==> src/rtl/parity_pkg.sv <==
// Shared types and constants for the round-robin parity arbiter.
//   state_e     : arbiter FSM states
//   ODD_CNT_W   : width of the saturating odd-result counter
//   ODD_CNT_MAX : saturation value of that counter
//   clog2()     : index width helper (returns at least 1)
package parity_pkg;

    localparam int unsigned ODD_CNT_W = 8;
    localparam logic [ODD_CNT_W-1:0] ODD_CNT_MAX = '1;

    typedef enum logic [1:0] {
        IDLE    = 2'd0,
        COMPUTE = 2'd1,
        RESP    = 2'd2
    } state_e;

    // Smallest r with 2**r >= n, never less than 1.
    function automatic int unsigned clog2(input int unsigned n);
        int unsigned r;
        r = 1;
        for (int unsigned i = 1; i < 32; i++) begin
            if ((32'd1 << i) < n) begin
                r = i + 1;
            end
        end
        return r;
    endfunction

endpackage

==> src/rtl/parity_share_arbiter_rr_pick.sv <==
// Combinational round-robin picker: first set request at or after ptr,
// wrapping modulo NUM_REQ.
//   en       : in  enable; no winner reported when low
//   req      : in  request vector
//   ptr      : in  highest-priority index
//   valid_c  : out a winner exists
//   winner_c : out winner index
module rr_pick
    import parity_pkg::*;
#(
    parameter int unsigned NUM_REQ = 4,
    parameter int unsigned ID_W    = clog2(NUM_REQ)
) (
    input  logic               en,
    input  logic [NUM_REQ-1:0] req,
    input  logic [ID_W-1:0]    ptr,
    output logic               valid_c,
    output logic [ID_W-1:0]    winner_c
);

    logic [ID_W-1:0] idx;

    // Scan from ptr upward; the first hit wins.
    always_comb begin
        valid_c  = 1'b0;
        winner_c = '0;
        idx      = '0;
        for (int unsigned i = 0; i < NUM_REQ; i++) begin
            idx = ID_W'((32'(ptr) + i) % NUM_REQ);
            if (en && !valid_c && req[idx]) begin
                valid_c  = 1'b1;
                winner_c = idx;
            end
        end
    end

endmodule

==> src/rtl/parity_share_arbiter.sv <==
// Round-robin scheduler sharing one registered parity unit among NUM_REQ
// requesters, with a valid/ready response port and a saturating odd count.
//   clk, rst   : clock, synchronous active-high reset
//   req        : in  per-requester request level
//   req_data   : in  requester i word at [i*DATA_W +: DATA_W]
//   gnt        : out one-hot pulse while the captured word is computed
//   rsp_valid  : out result available
//   rsp_ready  : in  consumer accepts result
//   rsp_id     : out requester index of the result
//   rsp_parity : out XOR of the captured word
//   busy       : out FSM not idle
//   odd_count  : out saturating count of accepted odd results
module parity_share_arbiter
    import parity_pkg::*;
#(
    parameter int unsigned NUM_REQ = 4,
    parameter int unsigned DATA_W  = 3,
    parameter int unsigned ID_W    = clog2(NUM_REQ)
) (
    input  logic                      clk,
    input  logic                      rst,
    input  logic [NUM_REQ-1:0]        req,
    input  logic [NUM_REQ*DATA_W-1:0] req_data,
    output logic [NUM_REQ-1:0]        gnt,
    output logic                      rsp_valid,
    input  logic                      rsp_ready,
    output logic [ID_W-1:0]           rsp_id,
    output logic                      rsp_parity,
    output logic                      busy,
    output logic [ODD_CNT_W-1:0]      odd_count
);

    state_e                state_q, state_d;
    logic [ID_W-1:0]       ptr_q, ptr_d;
    logic [DATA_W-1:0]     op_q, op_d;
    logic [ID_W-1:0]       id_q, id_d;
    logic [NUM_REQ-1:0]    gnt_q, gnt_d;
    logic                  rsp_valid_q, rsp_valid_d;
    logic [ID_W-1:0]       rsp_id_q, rsp_id_d;
    logic                  rsp_parity_q, rsp_parity_d;
    logic                  busy_q, busy_d;
    logic [ODD_CNT_W-1:0]  odd_count_q, odd_count_d;

    logic                  pick_en_c;
    logic                  pick_valid_c;
    logic [ID_W-1:0]       pick_id_c;

    assign pick_en_c = (state_q == IDLE);

    rr_pick #(
        .NUM_REQ (NUM_REQ),
        .ID_W    (ID_W)
    ) u_rr_pick (
        .en       (pick_en_c),
        .req      (req),
        .ptr      (ptr_q),
        .valid_c  (pick_valid_c),
        .winner_c (pick_id_c)
    );

    // Next-state and registered-output decode.
    always_comb begin
        state_d      = state_q;
        ptr_d        = ptr_q;
        op_d         = op_q;
        id_d         = id_q;
        gnt_d        = '0;
        rsp_valid_d  = rsp_valid_q;
        rsp_id_d     = rsp_id_q;
        rsp_parity_d = rsp_parity_q;
        odd_count_d  = odd_count_q;

        unique case (state_q)
            IDLE: begin
                if (pick_valid_c) begin
                    for (int unsigned i = 0; i < NUM_REQ; i++) begin
                        if (ID_W'(i) == pick_id_c) begin
                            op_d = req_data[i*DATA_W +: DATA_W];
                        end
                    end
                    id_d    = pick_id_c;
                    ptr_d   = (32'(pick_id_c) == NUM_REQ - 1) ? '0 : pick_id_c + ID_W'(1);
                    // Registered here so gnt is high during the COMPUTE cycle.
                    gnt_d   = NUM_REQ'(1) << pick_id_c;
                    state_d = COMPUTE;
                end
            end
            COMPUTE: begin
                rsp_parity_d = ^op_q;
                rsp_id_d     = id_q;
                rsp_valid_d  = 1'b1;
                state_d      = RESP;
            end
            RESP: begin
                if (rsp_valid_q && rsp_ready) begin
                    rsp_valid_d = 1'b0;
                    if (rsp_parity_q && (odd_count_q != ODD_CNT_MAX)) begin
                        odd_count_d = odd_count_q + ODD_CNT_W'(1);
                    end
                    state_d = IDLE;
                end
            end
            default: begin
                state_d = IDLE;
            end
        endcase

        busy_d = (state_d != IDLE);
    end

    // State register; reset wins over everything.
    always_ff @(posedge clk) begin
        if (rst) begin
            state_q      <= IDLE;
            ptr_q        <= '0;
            op_q         <= '0;
            id_q         <= '0;
            gnt_q        <= '0;
            rsp_valid_q  <= 1'b0;
            rsp_id_q     <= '0;
            rsp_parity_q <= 1'b0;
            busy_q       <= 1'b0;
            odd_count_q  <= '0;
        end else begin
            state_q      <= state_d;
            ptr_q        <= ptr_d;
            op_q         <= op_d;
            id_q         <= id_d;
            gnt_q        <= gnt_d;
            rsp_valid_q  <= rsp_valid_d;
            rsp_id_q     <= rsp_id_d;
            rsp_parity_q <= rsp_parity_d;
            busy_q       <= busy_d;
            odd_count_q  <= odd_count_d;
        end
    end

    assign gnt        = gnt_q;
    assign rsp_valid  = rsp_valid_q;
    assign rsp_id     = rsp_id_q;
    assign rsp_parity = rsp_parity_q;
    assign busy       = busy_q;
    assign odd_count  = odd_count_q;

endmodule

==> config.mk <==
export PLATFORM = sky130hd
export DESIGN_NAME = parity_share_arbiter
export DESIGN_NICKNAME = d
export VERILOG_FILES = /design/src/rtl/parity_pkg.sv /design/src/rtl/parity_share_arbiter_rr_pick.sv /design/src/rtl/parity_share_arbiter.sv
export SDC_FILE = /design/constraint.sdc
export NUM_CORES = 1
export LEC_CHECK = 0
export CAP_MARGIN = 20
export CELL_PAD_IN_SITES_DETAIL_PLACEMENT = 2
export CELL_PAD_IN_SITES_GLOBAL_PLACEMENT = 2
export CORE_ASPECT_RATIO = 1.4
export CORE_UTILIZATION = 26
export CTS_BUF_LIST = sky130_fd_sc_hd__clkbuf_4 sky130_fd_sc_hd__clkbuf_8
export CTS_CLUSTER_SIZE = 8
export DETAILED_ROUTE_END_ITERATION = 10
export MAX_ROUTING_LAYER = met4
export PLACE_DENSITY = 0.8
export REMOVE_ABC_BUFFERS = 1
export SYNTH_ARGS = -nofsm -noshare
export SYNTH_HDL_FRONTEND = slang
export SYNTH_SLANG_ARGS = --single-unit
export TNS_END_PERCENT = 100
==> constraint.sdc <==
create_clock -name clk -period 2.5 [get_ports clk]
set_clock_uncertainty 0.15 [all_clocks]
set_input_delay 0.25 -clock clk [delete_from_list [all_inputs] [get_ports clk]]
set_output_delay 0.25 -clock clk [all_outputs]
set_load 0.02 [all_outputs]
==> flow_summary.ini, run 1 <==
[outcome]
status = complete, no violations

[power]
p_switching_uw = 406
intPower_uw = 894
seq_power_share_pct = 38.1
ir_drop_uv = 220
p_per_area_mw_per_mm2 = 631
pwr-share-clk_pct = 26.8
pwr-share-comb_pct = 35.1
leakage_nw = 0.774
switching_share_pct = 31.2
finalPower_mw = 1.30

[synthesis]
synth_edf_count = 0
syn_area_mm2 = 0.00135
syn_inst = 152
avgSynthCellArea_um2 = 8.86
yosysWarnings = 0
synth_top_flop_cell = dfxtp_1
ys_ff_latch = 26
synth-async-reset-ratio_pct = 0
seq_area_frac_synth_pct = 38.7
synthDistinctLibCells = 44

[route]
first_pass_iters = 3
drt_iter0_markers = 48
route.detailed.drc = 0
detail-route-antenna-nets = 0
viasPerCell = 5.03
totalWireLength_mm = 4.44
dr_total_vias = 1338
avgRoutedWirePerCell_um = 16.7

[floorplanning]
die_w_um = 62.8
ioPinCount = 36
dieArea_mm2 = 0.00547
start_util_pct = 27.4
fp-row-count = 30
dieHeight_um = 87.1
core_mm2 = 0.00492

[flow_run]
cap_viol_max_count = 0

[cells_and_area]
nets = 226
seq_area_um2 = 524
design_area_mm2 = 0.00206
area_growth_pct = 53.1
nFillCells = 539
antenna_cells = 0
utilization_pct = 41.9
drive_gt1_share_pct = 24.3
multi_input_comb_area_um2 = 863

[placement]
dpl-instance-area_mm2 = 0.00187
dp_slack_ns = -0.555
gp_congestion = 0.743
hpwlAfterDp_mm = 3.38
port_buffers = 35

[global_route]
gr-total-overflow = 0
grt_pass1_vias = 1540
grt_pass1_wl_mm = 7.38
grt_max_degree = 16
antenna_found_initial = 0
track_usage_pct = 17.7

[setup_path]
cp-end-kind = flop
path_cells = or3b_4 -> a2111oi_4 -> a21oi_2 -> a31oi_4 -> inv_2 -> ha_4 -> mux2i_2 -> o21ai_1 -> mux2i_1 -> a211oi_1
max_stage_delay_ns = 0.38
crit_buf_inv = 1
path_max_fanout = 3
critical_path_arrival_ns = 2.48
r2r_slack_ns = 0.06
critPathSlowestCell = or3b_4
cp.required_ns = 2.54
start_kind = flop
cpLargestDelayFamily = compound AO/OA/AOI/OAI gates
path_class = flop to flop

[clock_network]
cts_max_level = 1
cts_sinks = 26
tritoncts = done
clock_latency_ns = 0.27
clkSlewWorstSetupHoldPaths_ns = 0.09
clk_path_buf_depth = 2
cts-root-buf = clkbuf_8
numCtsBuffers = 3

[sta]
setup_viol = 0
setup_tns_ns = 0
rsz0062_at_grt = yes
fin_ws_ns = 0.0637
slew_viol_final = 0
fmax_mhz = 410
hold_viol_final = 0
min_period_ns = 2.44
timing.slew.headroom_pct = 39.0
finalCritPeriodShare_pct = 97.5
worst_pin_slew_ns = 0.908

[min_path]
hold_class = flop to flop
## synth_stat cells, drive strengths merged (4+ instances only)
cell | count | area share [%]
clkbuf | 6 | 1.7
ha | 4 | 3.7
nor2 | 21 | 5.9
a211oi | 6 | 4.3
dfxtp | 26 | 39
mux2i | 9 | 6.7
inv | 6 | 1.7
nand2 | 12 | 3.3
xor2 | 5 | 3.3
a21oi | 8 | 3.0
o21ai | 6 | 2.2
## cell families (layout without fill, tap and decap cells)
kind of cell / after synthesis / after routing / synth area share, %
simple gates: 59 / 59 / 23.5
flops: 26 / 26 / 38.7
buf+inv: 14 / 64 / 4.55
compound gates: 31 / 31 / 16.8
mux: 10 / 10 / 7.53
fa+ha+maj: 4 / 4 / 3.72
xor+xnor: 8 / 8 / 5.20
## power by group through the flow
stage | logic (mW) | clock network [mW] | registers [mW]
after floorplan | 0.193 | 0 | 0.510
after global placement | 0.359 | 0 | 0.500
after detailed placement | 0.379 | 0 | 0.505
after CTS | 0.425 | 0.355 | 0.494
after global routing | 0.494 | 0.372 | 0.501
final | 0.457 | 0.348 | 0.496
## registers in the layout (all words and copies together) (netlist names)
register    count
odd_count       8
gnt             4
op_q            3
id_q            2
ptr_q           2
rsp_id          2
state_q         2
busy            1
rsp_parity      1
rsp_valid       1
## worst min-delay path, stage by stage (launching register included)
cell      delay (ns)
dfxtp_1         0.32
nand3b_1        0.08
o21ai_1         0.06
## through the flow
step	std cells	hold WS, ns
after floorplan	144	0.169
after global placement	260	0.300
after detailed placement	260	0.314
after CTS	266	0.351
after global routing	266	0.393
final	266	0.350
## path summary, 6_finish.rpt
kind	depth (start not counted)	from	end
setup / recovery	10	ptr_q[0]$_SDFFE_PP0P_	op_q[0]$_SDFFE_PP0P_
hold reg to reg	2	id_q[1]$_SDFFE_PP0P_	id_q[1]$_SDFFE_PP0P_
hold / removal	2	id_q[1]$_SDFFE_PP0P_	id_q[1]$_SDFFE_PP0P_
setup reg to reg	10	ptr_q[0]$_SDFFE_PP0P_	op_q[0]$_SDFFE_PP0P_
## layer usage
metal | GRT usage [%] | share of wire [%]
met4 | 5.71 | 1.3
met5 | - | 0
met3 | 2.23 | 2.9
met1 | 16.6 | 38
met2 | 36.5 | 58
## placed cells by master (no fill, tap or decap), types with 2 or more instances in the layout
cell type | synthesis | final
nand4_1 | 3 | 3
nand2_1 | 12 | 12
ha_1 | 4 | 2
mux2i_2 | 0 | 2
nand3_1 | 2 | 2
a21oi_1 | 8 | 7
clkbuf_8 | 0 | 3
ha_4 | 0 | 2
nor4_1 | 3 | 3
a211oi_1 | 5 | 4
dlygate4sd2_1 | 0 | 2
and3_1 | 2 | 2
xnor2_1 | 3 | 3
nor2b_1 | 3 | 2
mux2i_1 | 9 | 7
inv_1 | 4 | 3
dfxtp_1 | 26 | 25
dlymetal6s2s_1 | 0 | 2
xor2_1 | 5 | 5
inv_2 | 2 | 3
buf_4 | 0 | 18
nor2_1 | 21 | 19
nand3b_1 | 2 | 2
o21ai_1 | 2 | 4
nor3_2 | 2 | 2
clkdlybuf4s50_1 | 0 | 31
## area by class of cell
type                    instances  share of cell area (%)
multi-input cells             112                    41.9
flip-flops and latches         26                    25.4
repair buffers                 54                    24.2
well taps                      64                    3.89
clock buffers                   3                    2.00
clock inverters                 1                    1.46
inverters                       6                    1.09
## what timing repair did
item,4_1_cts,5_1_grt
buffers inserted,2,0
hold endpoints to repair,0,0
gates resized for setup,17,15
hold buffers,0,0
gates cloned,0,0
setup endpoints to repair,3,3
pin swaps,8,5
(Power assumes the default switching activity.)
==> run 2, diff against run 1 <==
Settings changed: PLACE_DENSITY 0.8 to 0.88.
==> run 2 against run 1 <==
The flow now finishes with violations (setup timing); critical path depth stayed put; largest cell class unchanged; die area stayed put; setup slack worse by 0.11 ns.
==> flow_summary.ini, run 2 (synthesis gave the netlist of run 1 again) <==
[clock_network]
numCtsBuffers = 3
clock_latency_ns = 0.27
cts_sinks = 26
clk_path_buf_depth = 2
cts-root-buf = clkbuf_8
hold_buffers = 0
cts_max_level = 1
clkSlewWorstSetupHoldPaths_ns = 0.09
tritoncts = done

[cells_and_area]
seq_area_um2 = 524
design_area_mm2 = 0.00206
largest_reg_flops = 8
nFillCells = 539
antenna_cells = 0
final_cell_mix = clkdlybuf4s50_1 (31), dfxtp_1 (25), buf_4 (24), nor2_1 (21), nand2_1 (12)
final_common_cell = clkdlybuf4s50_1
nets = 231
drive_gt1_share_pct = 24.6
multi_input_comb_area_um2 = 857
area_growth_pct = 53.3

[sta]
hold_viol_final = 0
fin_ws_ns = -0.0464
timing.slew.headroom_pct = 34.4
finalCritPeriodShare_pct = 102
setup_viol = 1
rsz0062_at_grt = yes
slew_viol_final = 0
whs_ns = 0.357
fmax_mhz = 393
min_period_ns = 2.55
worst_pin_slew_ns = 0.976

[route]
totalWireLength_mm = 4.71
drt_iter0_markers = 19
viasPerCell = 4.91
avgRoutedWirePerCell_um = 17.4
dr_total_vias = 1331
first_pass_iters = 4
detail-route-antenna-nets = 0
route.detailed.drc = 0

[global_route]
grt_max_degree = 18
antenna_found_initial = 0
grt_pass1_wl_mm = 7.79
gr-total-overflow = 0
grt_pass1_vias = 1531
track_usage_pct = 18.9

[flow_run]
cap_viol_max_count = 0

[setup_path]
cp-end-kind = flop
path_class = flop to flop
path_cells = or3b_4 -> a2111oi_4 -> a21oi_2 -> a31oi_4 -> inv_2 -> ha_4 -> mux2i_1 -> o21ai_1 -> mux2i_1 -> a211oi_2
crit_buf_inv = 1
max_stage_delay_ns = 0.39
cpLargestDelayFamily = compound AO/OA/AOI/OAI gates
path_max_fanout = 5
critical_path_arrival_ns = 2.59
critPathSlowestCell = or3b_4
cp.required_ns = 2.54
worst_path_most_repeated_cell = mux2i_1
start_kind = flop

[power]
ir_drop_uv = 253
p_per_area_mw_per_mm2 = 602
leakage_nw = 0.769

[floorplanning]
fp-row-count = 30
die_w_um = 62.8
start_util_pct = 27.4
dieArea_mm2 = 0.00547
ioPinCount = 36
core_mm2 = 0.00492
dieHeight_um = 87.1

[placement]
dp_slack_ns = -0.672
port_buffers = 35
hpwlAfterDp_mm = 3.70
dpl-instance-area_mm2 = 0.00190
gp_congestion = 0.871

[outcome]
violations = setup timing
status = finished with violations

[min_path]
hold_class = flop to flop
## run 2: cell types whose count changed in the layout (fill, tap and decap cells not counted), moves of 2 or more
cell / previous run / this run
buf_4: 18 / 24
dlygate4sd2_1: 2 / 4
dlymetal6s2s_1: 2 / 0
mux2i_1: 7 / 9
mux2i_2: 2 / 0
nor2_1: 19 / 21
## run 2: cell type report
type                            count  area share, %
Clock buffer                        4           2.67
Tap cell                           64           3.88
Sequential cell                    26           25.4
Inverter                            6           1.09
Multi-Input combinational cell    112           41.5
Timing Repair Buffer               59           25.5
## run 2: routing by layer
metal | track usage, % | vias up | routed length [µm]
met4 | 4.23 | 0 | 48
li1 | - | 647 | -
met5 | - | - | 0
met3 | 2.49 | 6 | 118
met1 | 18.3 | 649 | 1760
met2 | 38.7 | 29 | 2780
## run 2: worst reg2reg max path, delay by kind of cell (launching register included)
kind / cells / cell delay, ns
AO/OA/AOI/OAI: 5 / 1.04
AND/OR/NAND/NOR: 1 / 0.39
multiplexers: 2 / 0.26
flip-flops: 1 / 0.37
adder cells (fa/ha/maj): 1 / 0.18
buffers and inverters: 1 / 0.07
## run 2: what timing repair did
item	CTS	global route
gates cloned	0	0
buffers inserted	2	0
gates resized for setup	23	3
pin swaps	7	3
endpoints found under the setup margin	3	3
## run 2: metrics by stage
| step | cells | util [%] | total power, mW | setup TNS [ns] |
|---|---|---|---|---|
| after detailed placement | 265 | 38.7 | 0.914 | -1.97 |
| after global placement | 265 | 38.7 | 0.879 | -0.955 |
| after floorplan | 144 | - | 0.703 | 0 |
| after CTS | 271 | 41.7 | 1.24 | -0.0625 |
| final | 271 | 42.0 | 1.24 | -0.0464 |
| after global routing | 271 | 42.0 | 1.32 | -0.447 |
## run 2: worst paths after layout
check | startpoint | to | slack [ns] | cells past startpoint
worst max-delay path | ptr_q[0]$_SDFFE_PP0P_ | op_q[2]$_SDFFE_PP0P_ | -0.05 | 10
worst min-delay path | id_q[1]$_SDFFE_PP0P_ | id_q[1]$_SDFFE_PP0P_ | 0.36 | 2
worst max register to register | ptr_q[0]$_SDFFE_PP0P_ | op_q[2]$_SDFFE_PP0P_ | -0.05 | 10
worst min register to register | id_q[1]$_SDFFE_PP0P_ | id_q[1]$_SDFFE_PP0P_ | 0.36 | 2
## run 2: power breakdown
| group | switching [mW] | internal, mW | total, mW |
|---|---|---|---|
| registers | 0.0299 | 0.455 | 0.485 |
| logic | 0.252 | 0.231 | 0.484 |
| clock network | 0.132 | 0.141 | 0.273 |
| total | 0.414 | 0.828 | 1.24 |
==> run 3, diff against run 2 <==
Settings changed: CORE_ASPECT_RATIO 1.4 to 0.8, GPL_ROUTABILITY_DRIVEN set to 0.
==> run 3 against run 2 <==
The run now ends clean; setup slack improved by 0.13 ns; non-clock buffer count increased by 3; hold slack improved by 0.0072 ns; critical path type unchanged; highest routed layer unchanged.
==> flow_summary.ini, run 3 (synthesis gave the netlist of run 1 again) <==
[global_route]
gr-total-overflow = 0
track_usage_pct = 19.9
grt_pass1_wl_mm = 7.69
grt_pass1_vias = 1444
antenna_found_initial = 0
grt_max_degree = 15

[route]
totalWireLength_mm = 5.11
route.detailed.drc = 0
dr_total_vias = 1386
viasPerCell = 5.10
avgRoutedWirePerCell_um = 18.8
drt_iter0_markers = 34
first_pass_iters = 3
detail-route-antenna-nets = 0

[clock_network]
cts_max_level = 1
clkSlewWorstSetupHoldPaths_ns = 0.10
hold_buffers = 0
clk_path_buf_depth = 2
numCtsBuffers = 3
clock_latency_ns = 0.28
cts_sinks = 26
cts-root-buf = clkbuf_8
tritoncts = done

[cells_and_area]
final_cell_mix = clkdlybuf4s50_1 (31), dfxtp_1 (25), buf_4 (25), nor2_1 (19), nand2_1 (12)
nets = 234
design_area_mm2 = 0.00210
final_common_cell = clkdlybuf4s50_1
area_growth_pct = 56.1
nFillCells = 553
antenna_cells = 0
drive_gt1_share_pct = 28.1
largest_reg_flops = 8

[sta]
slew_viol_final = 0
worst_pin_slew_ns = 0.821
min_period_ns = 2.41
timing.slew.headroom_pct = 44.9
rsz0062_at_grt = yes
finalCritPeriodShare_pct = 96.5
setup_tns_ns = 0
setup_viol = 0
fin_ws_ns = 0.0875
fmax_mhz = 415
hold_viol_final = 0

[placement]
port_buffers = 35
dp_slack_ns = -0.633
hpwlAfterDp_mm = 3.51
dpl-instance-area_mm2 = 0.00190

[setup_path]
crit_start = ptr_q[0]$_SDFFE_PP0P_
critical_path_arrival_ns = 2.40
r2r_slack_ns = 0.09
worstRegToRegCells = 12
worstReg2RegStart = ptr_q[0]$_SDFFE_PP0P_
start_kind = flop
cp-end-kind = flop
crit_end = op_q[0]$_SDFFE_PP0P_
cp.required_ns = 2.49
path_max_fanout = 4
worstReg2RegEnd = op_q[0]$_SDFFE_PP0P_
path_class = flop to flop

[power]
ir_drop_uv = 315
finalPower_mw = 1.29
leakage_nw = 0.780
p_per_area_mw_per_mm2 = 612

[floorplanning]
start_util_pct = 26.9
ioPinCount = 36
fp-row-count = 23
core_mm2 = 0.00501
die_w_um = 82.5
dieArea_mm2 = 0.00547
dieHeight_um = 66.4

[flow_run]
cap_viol_max_count = 0

[min_path]
hold_path_startpoint = id_q[1]$_SDFFE_PP0P_
hold_class = flop to flop

[outcome]
status = complete, no violations
==> run 3: cell types whose count changed in the layout (fill, tap and decap cells not counted), sizes merged <==
cell	change
buf	+3
==> run 3: critical path, stage by stage (launching register included) <==
cell and delay (ns):
dfxtp_4 0.38, buf_6 0.12, buf_6 0.11, nor4bb_2 0.25, a31oi_2 0.10, o31ai_2 0.33
a31oi_4 0.07, inv_2 0.09, ha_4 0.16, mux2i_1 0.19, o21ai_1 0.08, mux2i_1 0.16
a211oi_1 0.09
==> run 3: worst min path at each step <==
stage | cells past startpoint | end
3_3_place_gp | 2 | id_q[0]$_SDFFE_PP0P_
5_1_grt | 2 | odd_count[7]$_SDFFE_PP0P_
3_5_place_dp | 2 | id_q[0]$_SDFFE_PP0P_
6_report | 2 | id_q[1]$_SDFFE_PP0P_
2_1_floorplan | 1 | busy$_SDFF_PP0_
4_1_cts | 2 | id_q[1]$_SDFFE_PP0P_
==> run 3: timing repair <==
action                     4_1_cts  5_1_grt
pin swaps                        5       11
buffers inserted                 1        4
setup endpoints to repair        3        3
gates resized for setup         21       14
==> run 3: area by class of cell <==
| class | instances | area [µm²] | area share [%] |
|---|---|---|---|
| Clock buffer | 4 | 55.1 | 2.62 |
| Tap cell | 62 | 77.6 | 3.69 |
| Multi-Input combinational cell | 112 | 862 | 41.0 |
| Inverter | 6 | 27.5 | 1.31 |
| Timing Repair Buffer | 62 | 556 | 26.4 |
| Sequential cell | 26 | 524 | 24.9 |
==> run 3: through the flow <==
stage | utilization, % | cells | hold WS (ns)
4_1_cts | 40.7 | 268 | 0.365
6_report | 42.0 | 272 | 0.365
5_1_grt | 42.0 | 272 | 0.414
2_1_floorplan | - | 144 | 0.169
3_3_place_gp | 38.0 | 263 | 0.303
3_5_place_dp | 38.0 | 263 | 0.335
==> run 3: metal layers <==
| layer | vias to the layer above | wire length (µm) | global-route usage [%] |
|---|---|---|---|
| met5 | - | 0 | - |
| met4 | 0 | 58 | 4.61 |
| met3 | 6 | 99 | 2.62 |
| met2 | 30 | 2730 | 35.7 |
| met1 | 691 | 2220 | 23.3 |
| li1 | 659 | - | - |
==> run 3: power breakdown <==
part | leakage (nW) | internal (mW) | switching (mW)
logic | 0.539 | 0.247 | 0.260
clock network | 0.0288 | 0.141 | 0.145
registers | 0.213 | 0.455 | 0.0380
